<file path="config.mk">
export PLATFORM = sky130hd
export DESIGN_NAME = frame_fifo_ctrl
export DESIGN_NICKNAME = d
export VERILOG_FILES = /design/src/rtl/frame_fifo_ctrl.sv
export SDC_FILE = /design/constraint.sdc
export NUM_CORES = 1
export LEC_CHECK = 0
export CAP_MARGIN = 20
export CORE_AREA = 4 4 87 89
export CTS_CLUSTER_SIZE = 28
export DETAILED_ROUTE_END_ITERATION = 12
export DIE_AREA = 0 0 91 93
export GPL_TIMING_DRIVEN = 1
export HOLD_SLACK_MARGIN = 0.1
export PLACE_DENSITY = 0.51
export SETUP_SLACK_MARGIN = 0.1
export SYNTH_ARGS = -nofsm -noshare
export SYNTH_HDL_FRONTEND = slang
export SYNTH_SLANG_ARGS = --single-unit
</file>
<file path="constraint.sdc">
create_clock -name clk -period 3.3 [get_ports clk]
set_input_delay 0.825 -clock clk [delete_from_list [all_inputs] [get_ports clk]]
set_output_delay 0.825 -clock clk [all_outputs]
set_load 0.01 [all_outputs]
</file>
<file path="src/rtl/frame_fifo_ctrl.sv">
// Pointer/status controller for the matrix-operand FIFO with N*N frame sequencing.
// Define FRAME_FIFO_ALMOST_EN to add the almost_full / almost_empty outputs.
module frame_fifo_ctrl #(
  parameter int ADDR_W = 5,
  parameter int N_W    = 4,
  parameter int AF_TH  = (1 << ADDR_W) - 2,
  parameter int AE_TH  = 2
) (
  input  logic              clk,
  input  logic              rst,
  input  logic              push,
  input  logic              pop,
  input  logic              clear,
  input  logic [N_W-1:0]    n,
  output logic [ADDR_W-1:0] wr_addr,
  output logic [ADDR_W-1:0] rd_addr,
  output logic              wr_en,
  output logic              rd_en,
  output logic [ADDR_W:0]   level,
  output logic              empty,
  output logic              full,
  output logic              frame_ready,
  output logic              push_err,
  output logic              pop_err,
  output logic              cfg_err
`ifdef FRAME_FIFO_ALMOST_EN
  ,
  output logic              almost_full,
  output logic              almost_empty
`endif
);

  localparam int DEPTH = 1 << ADDR_W;
  localparam int PW    = ADDR_W + 1;
  localparam int SW    = 2 * N_W;

  typedef enum logic [1:0] {S_IDLE, S_FILL, S_READY, S_DRAIN} state_t;

  state_t        r_state;
  state_t        w_state_nx;
  logic [PW-1:0] r_wr_ptr;
  logic [PW-1:0] r_rd_ptr;
  logic [PW-1:0] r_cnt;
  logic [PW-1:0] r_frame_n_sq;
  logic [PW-1:0] w_cnt_nx;
  logic [PW-1:0] w_frame_n_sq_nx;
  logic [PW-1:0] w_cnt_inc;
  logic          r_push_err;
  logic          r_pop_err;
  logic          r_cfg_err;
  logic          w_push_err_nx;
  logic          w_pop_err_nx;
  logic          w_cfg_err_nx;
  logic [SW-1:0] w_sq;
  logic          w_sq_ok;
  logic          w_empty;
  logic          w_full;

  assign w_sq      = SW'(n) * SW'(n);
  assign w_sq_ok   = (w_sq != '0) && (32'(w_sq) <= DEPTH);
  assign w_cnt_inc = r_cnt + PW'(1);

  // Wrap-bit pointers: equal means empty, equal low bits with differing MSB means full
  assign w_empty = (r_wr_ptr == r_rd_ptr);
  assign w_full  = (r_wr_ptr[ADDR_W-1:0] == r_rd_ptr[ADDR_W-1:0]) &&
                   (r_wr_ptr[ADDR_W] != r_rd_ptr[ADDR_W]);

  always_comb begin
    w_state_nx      = r_state;
    w_cnt_nx        = r_cnt;
    w_frame_n_sq_nx = r_frame_n_sq;
    w_push_err_nx   = 1'b0;
    w_pop_err_nx    = 1'b0;
    w_cfg_err_nx    = 1'b0;
    wr_en           = 1'b0;
    rd_en           = 1'b0;
    case (r_state)
      S_IDLE: begin
        w_pop_err_nx = pop;
        if (push) begin
          if (!w_sq_ok) begin
            w_cfg_err_nx = 1'b1;
          end else if (w_full) begin
            w_push_err_nx = 1'b1;
          end else begin
            wr_en           = 1'b1;
            w_frame_n_sq_nx = PW'(w_sq);
            w_cnt_nx        = PW'(1);
            w_state_nx      = (w_sq == SW'(1)) ? S_READY : S_FILL;
          end
        end
      end
      S_FILL: begin
        w_pop_err_nx = pop;
        if (push) begin
          if (w_full) begin
            w_push_err_nx = 1'b1;
          end else begin
            wr_en    = 1'b1;
            w_cnt_nx = w_cnt_inc;
            if (w_cnt_inc == r_frame_n_sq) w_state_nx = S_READY;
          end
        end
      end
      S_READY: begin
        w_push_err_nx = push;
        if (pop) begin
          if (w_empty) begin
            w_pop_err_nx = 1'b1;
          end else begin
            rd_en = 1'b1;
            // A single-entry frame is fully drained by its first pop
            if (r_frame_n_sq == PW'(1)) begin
              w_cnt_nx   = '0;
              w_state_nx = S_IDLE;
            end else begin
              w_cnt_nx   = PW'(1);
              w_state_nx = S_DRAIN;
            end
          end
        end
      end
      S_DRAIN: begin
        w_push_err_nx = push;
        if (pop) begin
          if (w_empty) begin
            w_pop_err_nx = 1'b1;
          end else begin
            rd_en = 1'b1;
            if (w_cnt_inc == r_frame_n_sq) begin
              w_cnt_nx   = '0;
              w_state_nx = S_IDLE;
            end else begin
              w_cnt_nx = w_cnt_inc;
            end
          end
        end
      end
      default: w_state_nx = S_IDLE;
    endcase
  end

  always_ff @(posedge clk) begin
    if (rst || clear) begin
      r_state      <= S_IDLE;
      r_wr_ptr     <= '0;
      r_rd_ptr     <= '0;
      r_cnt        <= '0;
      r_frame_n_sq <= '0;
      r_push_err   <= 1'b0;
      r_pop_err    <= 1'b0;
      r_cfg_err    <= 1'b0;
    end else begin
      r_state      <= w_state_nx;
      r_wr_ptr     <= r_wr_ptr + PW'(wr_en);
      r_rd_ptr     <= r_rd_ptr + PW'(rd_en);
      r_cnt        <= w_cnt_nx;
      r_frame_n_sq <= w_frame_n_sq_nx;
      r_push_err   <= w_push_err_nx;
      r_pop_err    <= w_pop_err_nx;
      r_cfg_err    <= w_cfg_err_nx;
    end
  end

  assign wr_addr     = r_wr_ptr[ADDR_W-1:0];
  assign rd_addr     = r_rd_ptr[ADDR_W-1:0];
  assign level       = r_wr_ptr - r_rd_ptr;
  assign empty       = w_empty;
  assign full        = w_full;
  assign frame_ready = (r_state == S_READY) || (r_state == S_DRAIN);
  assign push_err    = r_push_err;
  assign pop_err     = r_pop_err;
  assign cfg_err     = r_cfg_err;

`ifdef FRAME_FIFO_ALMOST_EN
  assign almost_full  = (32'(level) >= AF_TH);
  assign almost_empty = (32'(level) <= AE_TH);
`else
  logic w_unused_th;
  assign w_unused_th = ^{AF_TH[0], AE_TH[0]};
`endif

endmodule

</file>
* After elaboration in Yosys (flattened, before gate mapping)
Cells that the tools add are included.
Widths: inputs -> output; s select.
** Word-level totals
- Register bits after elaboration :: 29
- Bits of input ports :: 9
- Output and inout port bits :: 24
- Word-level logic and storage cells :: 92
** Cells by class
- $add $sub $neg :: 4
- Multipliers :: 1
- Order comparisons :: 1
- Eq/ne operators :: 20
- Muxes and demuxes :: 43
- Bitwise gates (word level) :: 3
- Reduce and logical (&&, ||, !) cells :: 12
** Operator list (count)
- $mux 6 :: 10
- $mux 2 :: 13
- $pmux 6 s4 :: 1
- $ne 2x2->1 const B :: 11
- $mux 1 :: 15
- $add 6x1->6 :: 2
- $eq 6x6->1 :: 2
- $reduce_and 11->1 :: 1
- $reduce_and 9->1 :: 1
- $eq 8x1->1 const B :: 1
- $le 8x6->1 const B :: 1
- $mul 4x4->8 :: 1
- $pmux 2 s4 :: 1
- $reduce_bool 8->1 :: 1
- $add 6x1->6 const B :: 1
- $eq 6x1->1 const B :: 1
- $sub 6x6->6 :: 1
- $eq 5x5->1 :: 1
- $eq 2x2->1 const B :: 2
- $pmux 1 s2 :: 2
- $reduce_and 4->1 :: 1
- $reduce_or 2->1 :: 2
- $not 1->1 :: 3
- $pmux 1 s3 :: 1
- other kinds (6) :: 8

* Depth between registers and ports, before layout
- Word-level depth :: 7
- Gate-level depth with buffers :: 11
- Gate-level depth less buffers :: 11

* Worst setup path after synthesis
Ideal clock, no wire load.
- Kind :: input -> output
- From :: input port n[1]
- To :: output port wr_en
- Data arrival time :: 2.295 ns
- Data required time :: 2.475 ns
- Slack :: 0.180 ns
- Cell stages on the path :: 6
- Buffers on the path :: 0
- Path through :: and2b_1 ha_1 a41oi_2 xor2_2 o311ai_2 a31oi_4
** On the way
- Word-level cells in the longest chain between the ends :: 6
- Elaborated cells between the ends (all ways) :: 7
- Those cells by class :: 1 x mul; 1 x order compare; 3 x mux; 2 x reduce/logical
** RTL lines
- start: declaration :: line 14 : input logic [N_W-1:0] n,
- $mul 4x4->8 * :: line 59 : assign w_sq = SW'(n) * SW'(n);
- $le 8x6->1 / $reduce_bool 8->1 (equally long branches) :: line 60 : assign w_sq_ok = (w_sq != '0) && (32'(w_sq) <= DEPTH);
- $logic_and 1x1->1 * :: line 60
- $mux 1 * :: line 81 : if (!w_sq_ok) begin
- $mux 1 * :: line 80 : if (push) begin
- $pmux 1 s2 * :: line 77 : case (r_state)
- end: declaration :: line 17 : output logic wr_en,
Mark *: on every way between the ends. The rest lies on a longest branch, timed or not.

* Worst setup path in the final report
Same ends and word-level chain as after synthesis.

==> tab_implementation.tex <==
\begin{tabular}{lr}
\hline
Metric & Value \\
\hline
\multicolumn{2}{l}{\textbf{Timing}} \\
Post-route clock skew & 0.003969 ns \\
Total setup violations reported at the end of the flow & 0 \\
Worst hold margin & between 0.5 and 0.6 ns \\
RSZ-0062 raised after global routing & true \\
Final cycle utilization of the critical path & 96.40\% \\
Count of final hold-check violations & 0 \\
Least-Margin Pin Slew & 0.6178 ns \\
Time the worst path needs with I/O delays and setup & 3.181 ns \\
Final max-slew violation count & 0 \\
Max Clk Rate & $\sim$310 MHz \\
Relative slew slack & between 50\% and 60\% \\
\multicolumn{2}{l}{\textbf{Power}} \\
Total power density per cell area & 294.5 nW/um\^{}2 \\
Worst voltage drop across the vdd grid & 166.2 uV \\
Leak & 1.039 nW \\
\multicolumn{2}{l}{\textbf{Worst setup path}} \\
Worst path buffer plus inverter count & 2 \\
Kind of cell adding the most delay to the critical path & simple AND/OR/NAND/NOR gates \\
Critical path endpoint category & output port \\
Data arrival time at the worst-slack endpoint & 2.36 ns \\
Required time reported for the critical path endpoint & 2.47 ns \\
Crit path top cell by count & buf\_6 \\
Standard cell with the maximum stage delay on the critical path & nor4\_4 \\
WS Path Type & in2out \\
Biggest fanout along the worst timing path & 3 \\
CP cell instances & buf\_6 > and2b\_1 > ha\_4 > xor2\_4 > nor4\_4 > o22ai\_4 > a31oi\_4 > buf\_6 \\
Maximum cell stage delay along the critical path & 0.32 ns \\
Type of origin of the critical path & input pin \\
\multicolumn{2}{l}{\textbf{Place}} \\
Count of buffers from port buffering & 32 \\
Gpl congestion & 0.7846 \\
HPWL after detailed placement & between 3 and 4 mm \\
Total instance count after detailed placement & 333 \\
\multicolumn{2}{l}{\textbf{GRT}} \\
Global route overflow & 0 \\
Global routing met2 resource utilization & 16.68\% \\
Global-route met3 utilization & 1.770\% \\
Overall track demand over capacity in global routing & 10.97\% \\
Pin count of the biggest net entering global routing & 20 \\
Wire length of the first global-routing pass & 7.590 mm \\
Number of antenna violations at the first check in global routing & 0 \\
Global route hottest layer & met2 \\
Met1 layer usage reported by global route & 15.99\% \\
Vias in the first global route & roughly 1,500 \\
\multicolumn{2}{l}{\textbf{Hold path}} \\
Hold Path Class & reg2reg \\
\multicolumn{2}{l}{\textbf{Synthesis}} \\
Share of flip-flops with an asynchronous set or reset after synthesis & 0\% \\
Synthesized netlist net count & 242 \\
Warnings from Yosys & 0 \\
Most used flip-flop cell after synthesis & dfxtp\_1 \\
Number of distinct library cells after synthesis & 50 \\
Cells after synthesis & 219 \\
Cell area after technology mapping & 1918 sq um \\
Post-synthesis sequential element count & 28 \\
Library cell with the highest instance count after synthesis & dfxtp\_1 \\
Sequential area share after synthesis & 29.22\% \\
Cell type with the largest total area after synthesis & dfxtp\_1 \\
Fraction of post-synthesis cell area in the top cell type by area & 29.22\% \\
Top post-synthesis cells by area & dfxtp\_1, ha\_1, xnor2\_1, nor2\_1, buf\_4 \\
Post-synth EDFFs & 0 \\
Average cell area after synthesis & around 8.8 sq um \\
Top cells by instance count after synthesis & dfxtp\_1, nor2\_1, inv\_1 \\
\multicolumn{2}{l}{\textbf{Die}} \\
Starting utilization of the core area & 28.39\% \\
Core footprint & 6756 sq um \\
Die height & roughly 93 microns \\
Die X-Extent & approximately 90 microns \\
Area of the die & about 8500 sq um \\
Standard-cell rows & 30 \\
IO Count & 33 \\
\multicolumn{2}{l}{\textbf{Clock network}} \\
Root buf cell & clkbuf\_8 \\
CTS Buffer Depth & 2 \\
TritonCTS clock tree & yes \\
Number of hold-repair buffers added at the cts stage & 0 \\
Num CTS Buffers & 3 \\
H-Tree Level Count & 1 \\
Clock input transition at the sequential cells of the worst setup and hold paths & 0.10 ns \\
Num Clock Sinks & 28 \\
Skew-Pair Late Insertion Delay & 0.28 ns \\
\multicolumn{2}{l}{\textbf{Status}} \\
Result of the run & finished clean \\
\multicolumn{2}{l}{\textbf{Final layout}} \\
FF+latch area & 561.8 sq um \\
Finished Layout Cells & 343 \\
Fraction of layout cells with a size suffix above 1 & 24.33\% \\
Number of fill cells & 703 \\
End-of-flow core utilization & 39.37\% \\
Number of nets in the finished design & 287 \\
Area of combinational cells with multiple inputs & 1341 sq um \\
Antenna Diode Count & 0 \\
Growth of design area from synthesis to finish & 38.68\% \\
\multicolumn{2}{l}{\textbf{Route}} \\
Per-cell via count in the routed design & 4.641 \\
DRC violations left & 0 \\
Post-route ant nets & 0 \\
Total vias in the final route & 1,592 \\
TritonRoute pass-1 iters & 4 \\
Sum of routed wire length over all layers & 4.502 mm \\
Post-detailed-route wirelength per cell & approximately 13 microns \\
1st-iter DRT viols & 46 \\
\multicolumn{2}{l}{\textbf{Run}} \\
Max Cap Viol & 0 \\
\hline
\end{tabular}
-- final cells by class --
cell class	instances	share of cell area [%]
clock buffers	3	1.552
clock inverters	1	1.129
inverters	18	2.540
multi-input cells	157	50.42
flip-flops and latches	28	21.12
well taps	80	3.763
repair buffers	56	19.47
-- path summary, 6_finish.rpt --
path / startpoint / endpoint / slack, ns / cells after the start
worst min-delay path: r_frame_n_sq[2] / r_frame_n_sq[2] / 0.54 / 2
worst max register to register: r_rd_ptr[4] / r_wr_ptr[4] / 0.66 / 12
worst max-delay path: n[1] / wr_en / 0.12 / 8
worst min register to register: r_frame_n_sq[2] / r_frame_n_sq[2] / 0.54 / 2
-- worst register-to-register path, stage by stage (launching register included) --
cell and delay, ns:
dfxtp_1 0.35, inv_1 0.07, ha_1 0.33, and4_2 0.30
a31oi_1 0.23, nand2_1 0.16, a31oi_4 0.21, buf_4 0.19
ha_1 0.18, ha_1 0.21, nand3_1 0.11, xor2_1 0.14
nor2_1 0.05
-- flip-flops by register name, indices dropped and copies added (netlist names) --
signal	cells
r_frame_n_sq	5
r_rd_ptr	6
cfg_err	1
r_wr_ptr	6
r_cnt	6
r_state	2
push_err	1
pop_err	1
-- power by group --
group	total, mW	internal (mW)	leakage [nW]	switching, mW
registers	0.348	0.342	0.227	0.00540
clock network	0.273	0.162	0.0357	0.111
logic	0.162	0.0849	0.776	0.0772
-- cell families (layout without fill, tap and decap cells) --
group,count (synthesis),count (layout),share of synthesized area (%)
AOI/OAI and AO/OA,40,40,18.20
adders and majority gates,14,14,9.524
xor gates and xnor gates,23,23,10.89
DFF,28,28,29.22
buffers and inverters,34,78,8.610
muxes,4,4,2.087
and+or+nand+nor,76,76,21.46
-- metrics by stage --
stage                     TNS [ns]  instance area, sq um  total power, mW  worst slack [ns]
after floorplan                  0                  1918           0.4277            0.1800
after global placement      -3.703                  2376           0.4805           -0.8608
after detailed placement    -3.909                  2376           0.4801           -0.8774
after CTS                        0                  2584           0.7851           0.06269
after global routing             0                  2660           0.8267           0.05321
final                            0                  2660           0.7834            0.1188
-- what timing repair did --
action,CTS,global route
hold endpoints to repair,0,0
pin swaps,12,7
gates resized for setup,38,17
buffers inserted,4,2
setup endpoints to repair,7,5
cloned,0,0
-- per-layer routing --
metal / routed length [microns] / part of all wire, %
met1: 2360 / 52
met2: 1961 / 44
met3: 146 / 3.2
met4: 34 / 0.76
met5: 0 / 0
-- placed cells by master, fill, tap and decap left out, drive strengths merged, types with 2 or more instances in the layout --
| cell | n |
|---|---|
| nand2 | 8 |
| xor2 | 8 |
| and4b | 2 |
| dfxtp | 28 |
| nand2b | 5 |
| nor3 | 5 |
| clkbuf | 4 |
| ha | 13 |
| a31o | 3 |
| buf | 28 |
| inv | 18 |
| nor3b | 2 |
| and2 | 10 |
| nor4 | 3 |
| o2bb2ai | 2 |
| a211o | 2 |
| and4 | 2 |
| xnor2 | 15 |
| nor2 | 22 |
| a21oi | 10 |
| a31oi | 2 |
| a21o | 3 |
| clkdlybuf4s50 | 26 |
| mux2i | 4 |
| nand3 | 8 |
| o21ai | 4 |
| o211ai | 2 |
| and3 | 4 |
| a311oi | 2 |
No activity file was read; power rests on OpenSTA's default activity.
==> patch 1 (same flow settings) <==
The 4 states of `state_t` get a Gray code encoding in 2 bits.
--- a/src/rtl/frame_fifo_ctrl.sv
+++ b/src/rtl/frame_fifo_ctrl.sv
@@ -35,5 +35,5 @@
   localparam int SW    = 2 * N_W;
 
-  typedef enum logic [1:0] {S_IDLE, S_FILL, S_READY, S_DRAIN} state_t;
+  typedef enum logic [1:0] {S_IDLE = 2'b00, S_FILL = 2'b01, S_READY = 2'b11, S_DRAIN = 2'b10} state_t;
 
   state_t        r_state;
Check against the original RTL: same outputs for any inputs over 10 cycles, from zero or initial values; not proved beyond that.
==> patch 1 against the original RTL <==
  * Cell area is 3.9% lower
  * Count of clock-buffer cells in the layout stayed put
  * Setup slack worse by 0.063 ns
  * First-iteration DRC count is 6.5% lower
  * Largest power group unchanged
  * Synthesized cell count is 2.3% higher
  * Routed wire length is 2.2% higher
  * Maximum frequency is 1.9% lower
  * Critical path type unchanged
  * Sequential cell count stayed put
  * Synthesized area is 0.26% higher
  * Total power is 1.3% lower
==> patch 1: results (changes against the original RTL) <==
status - finished clean (unchanged)
top cells by count, synth - dfxtp_1, nor2_1, ha_1, inv_1, xnor2_1 (was dfxtp_1, nor2_1, inv_1, xnor2_1, ha_1)
sequential cell area fraction in the yosys report - 29.1% (was 29.2%)
Sw Share - 24.5% (was 24.7%)
first-iteration detailed-routing DRC count - 43 (was 46)
dominant cells by area after synthesis - dfxtp_1, ha_1, xnor2_1 (unchanged)
count of cell types in the netlist - 45 (was 50)
largest net degree at the start of global routing - 18 (was 20)
worst slew pin tran - 0.381 ns (was 0.618 ns)
asr flop ratio synth - 0% (unchanged)
final net count - 288 (was 287)
HP Class - reg -> reg (unchanged)
H-tree depth - 1 (unchanged)
Root Driver - clkbuf_8 (unchanged)
WP data arrival - 2.42 ns (was 2.36 ns)
final RePlAce weighted congestion - 0.838 (was 0.785)
Largest regs - r_cnt: 6 flops, r_rd_ptr: 6 flops, r_wr_ptr: 6 flops (unchanged)
pre-CTS WS - -0.921 ns (was -0.877 ns)
CP Max Fanout - 5 (was 3)
WL/cell - 13.4 µm (was 13.1 µm)
Primary FF master, synth - dfxtp_1 (unchanged)
CTS max path bufs - 2 (unchanged)
initial antenna violation count - 0 (unchanged)
skew final - 0.00730 ns (was 0.00397 ns)
CTS clk-pin slew, worst paths - 0.09 ns
TritonCTS Buffers - 3 (unchanged)
total grt overflow - 0 (unchanged)
Yosys warning count - 0 (unchanged)
number of global-route vias before repair - 1532 (was 1539)
Pre-antenna DRT Iters - 4 (unchanged)
Skew-Pair Late Insertion Delay - 0.28 ns (about the same)
number of port buffers - 32 (unchanged)
total leakage power - 1.05 nW (was 1.04 nW)
maximum VDD drop - 147 µV (was 166 µV)
GRT Resource Usage Total - 10.9% (was 11.0%)
syn nets - 247 (was 242)
fill count - 698 (was 703)
vias per cell - 4.76 (was 4.64)
hpwl dp - 3.58 mm (was 3.40 mm)
ant diodes - 0 (unchanged)
share of cells above drive strength 1 - 23.9% (was 24.3%)
global-route wire length before repair - 7.49 mm (was 7.59 mm)
[patch 1: changes by cell type in the layout (fill, tap and decap cells not counted), sizes merged, moves of 3 or more]
cell    delta
a211oi     +3
inv        -5
nand2      +3
nand4      +3
a21oi      -3
or2        +4
[patch 1: area by class of cell]
cell class | instances | share of cell area [%]
Clock buffer | 3 | 1.62
Clock inverter | 1 | 1.17
Inverter | 13 | 1.91
Multi-Input combinational cell | 164 | 50.3
Sequential cell | 28 | 22.0
Tap cell | 80 | 3.92
Timing Repair Buffer | 55 | 19.1
[patch 1: logic make-up after synthesis]
| logic type | after synthesis | share of synthesized area, % |
|---|---|---|
| AOI/OAI and AO/OA | 39 | 17.1 |
| xor gates and xnor gates | 23 | 10.9 |
| adders and majority gates | 14 | 9.50 |
| buffers and inverters | 32 | 8.20 |
| DFF | 28 | 29.1 |
| muxes | 4 | 2.08 |
| and+or+nand+nor | 84 | 23.1 |
[patch 1: metrics by stage]
step	cells	cell area, µm²	TNS, ns	util, %	hold WS (ns)
floorplan	224	1940	0	-	0.472
global placement	339	2420	-3.16	35.8	0.499
detailed placement	339	2420	-3.34	35.8	0.504
CTS	344	2530	0	37.4	0.525
global route	344	2560	-0.0189	37.8	0.554
finish	344	2560	0	37.8	0.522
[patch 1: worst paths after layout]
| kind | startpoint | to | slack, ns | depth (start not counted) |
|---|---|---|---|---|
| max | n[0] | wr_en | 0.06 | 10 |
| min | r_cnt[1] | r_cnt[1] | 0.52 | 2 |
| max reg2reg | r_rd_ptr[2] | r_wr_ptr[3] | 0.88 | 12 |
| min reg2reg | r_cnt[1] | r_cnt[1] | 0.52 | 2 |
[patch 1: timing repair]
item | 4_1_cts | 5_1_grt
endpoints found under the setup margin | 7 | 3
pin swaps | 11 | 1
buffers inserted | 1 | 0
gates resized for setup | 34 | 7
[patch 1: power groups by stage]
stage	sequential, mW	clock, mW	combinational, mW
2_1_floorplan	0.353	0	0.0769
3_3_place_gp	0.356	0	0.141
3_5_place_dp	0.356	0	0.141
4_1_cts	0.348	0.285	0.149
5_1_grt	0.349	0.293	0.166
6_report	0.348	0.274	0.152
[patch 1: worst max-delay path, cell delays in order]
cell and delay (ns):
buf_8 0.10, and2_4 0.15, ha_4 0.25, a21o_1 0.23, a2111oi_4 0.31, o22ai_2 0.12
nand2_2 0.09, nor2_2 0.04, nor3_2 0.13, buf_2 0.17
[patch 1: per-layer routing]
metal	share of wire, %	wire length [µm]	global-route usage (%)
met1	47	2150	13.2
met2	49	2240	19.5
met3	4.0	184	2.65
met4	0.59	27	2.26
met5	0	0	0
==> patch 2 (same settings) <==
Made on the original files. Add a define of `FRAME_FIFO_ALMOST_EN`.
--- a/src/rtl/frame_fifo_ctrl.sv
+++ b/src/rtl/frame_fifo_ctrl.sv
@@ -1,4 +1,6 @@
 // Pointer/status controller for the matrix-operand FIFO with N*N frame sequencing.
 // Define FRAME_FIFO_ALMOST_EN to add the almost_full / almost_empty outputs.
+`define FRAME_FIFO_ALMOST_EN
+
 module frame_fifo_ctrl #(
   parameter int ADDR_W = 5,
Behaviour (old outputs only; new: almost_empty and almost_full): unchanged (equiv_simple and equiv_induct, registers matched by name and starting in step).
==> patch 2 against the original RTL <==
  * The run now ends with setup timing left
  * Count of clock-buffer cells in the layout increased by 1
  * Sequential cell count unchanged
  * Synthesized area grew 5.6%
  * Total power down 4.6%
  * Routed wire length increased by 11%
  * Cell area increased by 8.3%
  * Setup slack worse by 0.72 ns
  * Sequential share of layout area shrank 1.5 points
==> patch 2: results (changes against the original RTL) <==
first-iteration detailed-routing DRC count - 45 (was 46)
violated checks - setup timing
GRT Resource Usage Total - 12.3% (was 11.0%)
R2R depth - 11 (was 12)
R2R Path End - r_rd_ptr[4] (was r_wr_ptr[4])
vias post-DR - 1858 (was 1592)
slowest cell delay on critical path - 0.52 ns (was 0.32 ns)
met3 Use GR - 1.53% (was 1.77%)
post-route setup slack - -0.605 ns (was 0.119 ns)
total leakage power - 1.09 nW (was 1.04 nW)
syn nets - 264 (was 242)
met2 WL post-DR - 2.63 mm (was 1.96 mm)
routed wl met3 - 134 µm (was 146 µm)
largest net degree at the start of global routing - 18 (was 20)
CP Max Fanout - 2 (was 3)
slew margin rel. - 70.1% (was 58.5%)
CP max-delay cell - fa_1 (was nor4_4)
maximum VDD drop - 129 µV (was 166 µV)
WL/cell - 13.2 µm (was 13.1 µm)
status - complete, but fails checks (was finished clean)
Hold Path End - r_cnt[1] (was r_frame_n_sq[2])
final net count - 325 (was 287)
Fin Setup TNS - -1.14 ns (was 0 ns)
WP data arrival - 3.08 ns (was 2.36 ns)
met1 Track Usage GR - 14.1% (was 16.0%)
final setup fails - 7 (was 0)
sequential cell area fraction in the yosys report - 27.7% (was 29.2%)
number of port buffers - 34 (was 32)
count of cell types in the netlist - 55 (was 50)
dominant cells by area after synthesis - dfxtp_1, ha_1, xnor2_1 (unchanged)
Hold Startpoint - r_cnt[1] (was r_frame_n_sq[2])
global-route wire length before repair - 8.67 mm (was 7.59 mm)
Placed Instance Area - 2530 µm² (was 2380 µm²)
==> patch 2: cell count changes after synthesis, sizes merged, moves of 4 or more <==
cell   change
mux2i      -4
nand2      +7
nand3      +6
inv        -4
nor2       -7
o21ai     +10
==> patch 2: cells by family (layout without fill, tap and decap cells) <==
logic type,after synthesis,after routing,synth area share (%)
simple gates,90,90,25.8
compound gates,51,51,16.9
buf+inv,35,95,10.6
flops,28,28,27.7
xor+xnor,21,21,9.08
fa+ha+maj,15,15,10.0
==> patch 2: area by class of cell <==
type / count / area (µm²) / share of cell area [%]
inverter: 14 / 52.6 / 1.82
sequential: 28 / 564 / 19.6
clock buffer: 4 / 55.1 / 1.91
timing repair buffer: 77 / 664 / 23.1
tap: 80 / 100 / 3.48
multi-input combinational: 177 / 1440 / 50.1
==> patch 2: through the flow <==
| step | hold slack [ns] | util (%) | power, mW | worst slack [ns] |
|---|---|---|---|---|
| 5_1_grt | 0.533 | 42.6 | 0.795 | -0.748 |
| 6_report | 0.498 | 42.6 | 0.748 | -0.605 |
| 2_1_floorplan | 0.472 | - | 0.443 | -0.442 |
| 3_5_place_dp | 0.493 | 37.4 | 0.507 | -1.34 |
| 4_1_cts | 0.508 | 41.3 | 0.742 | -0.651 |
| 3_3_place_gp | 0.487 | 37.4 | 0.507 | -1.29 |
==> patch 2: repair_timing <==
item,CTS,global route
setup endpoints to repair,26,22
gates resized for setup,49,20
pin swaps,19,19
cloned,0,1
setup buffers,17,4
==> patch 2: where the power goes <==
part	internal, mW	leakage [nW]	switching (mW)
combinational	0.0958	0.836	0.0867
clock	0.107	0.0288	0.109
sequential	0.343	0.228	0.00670
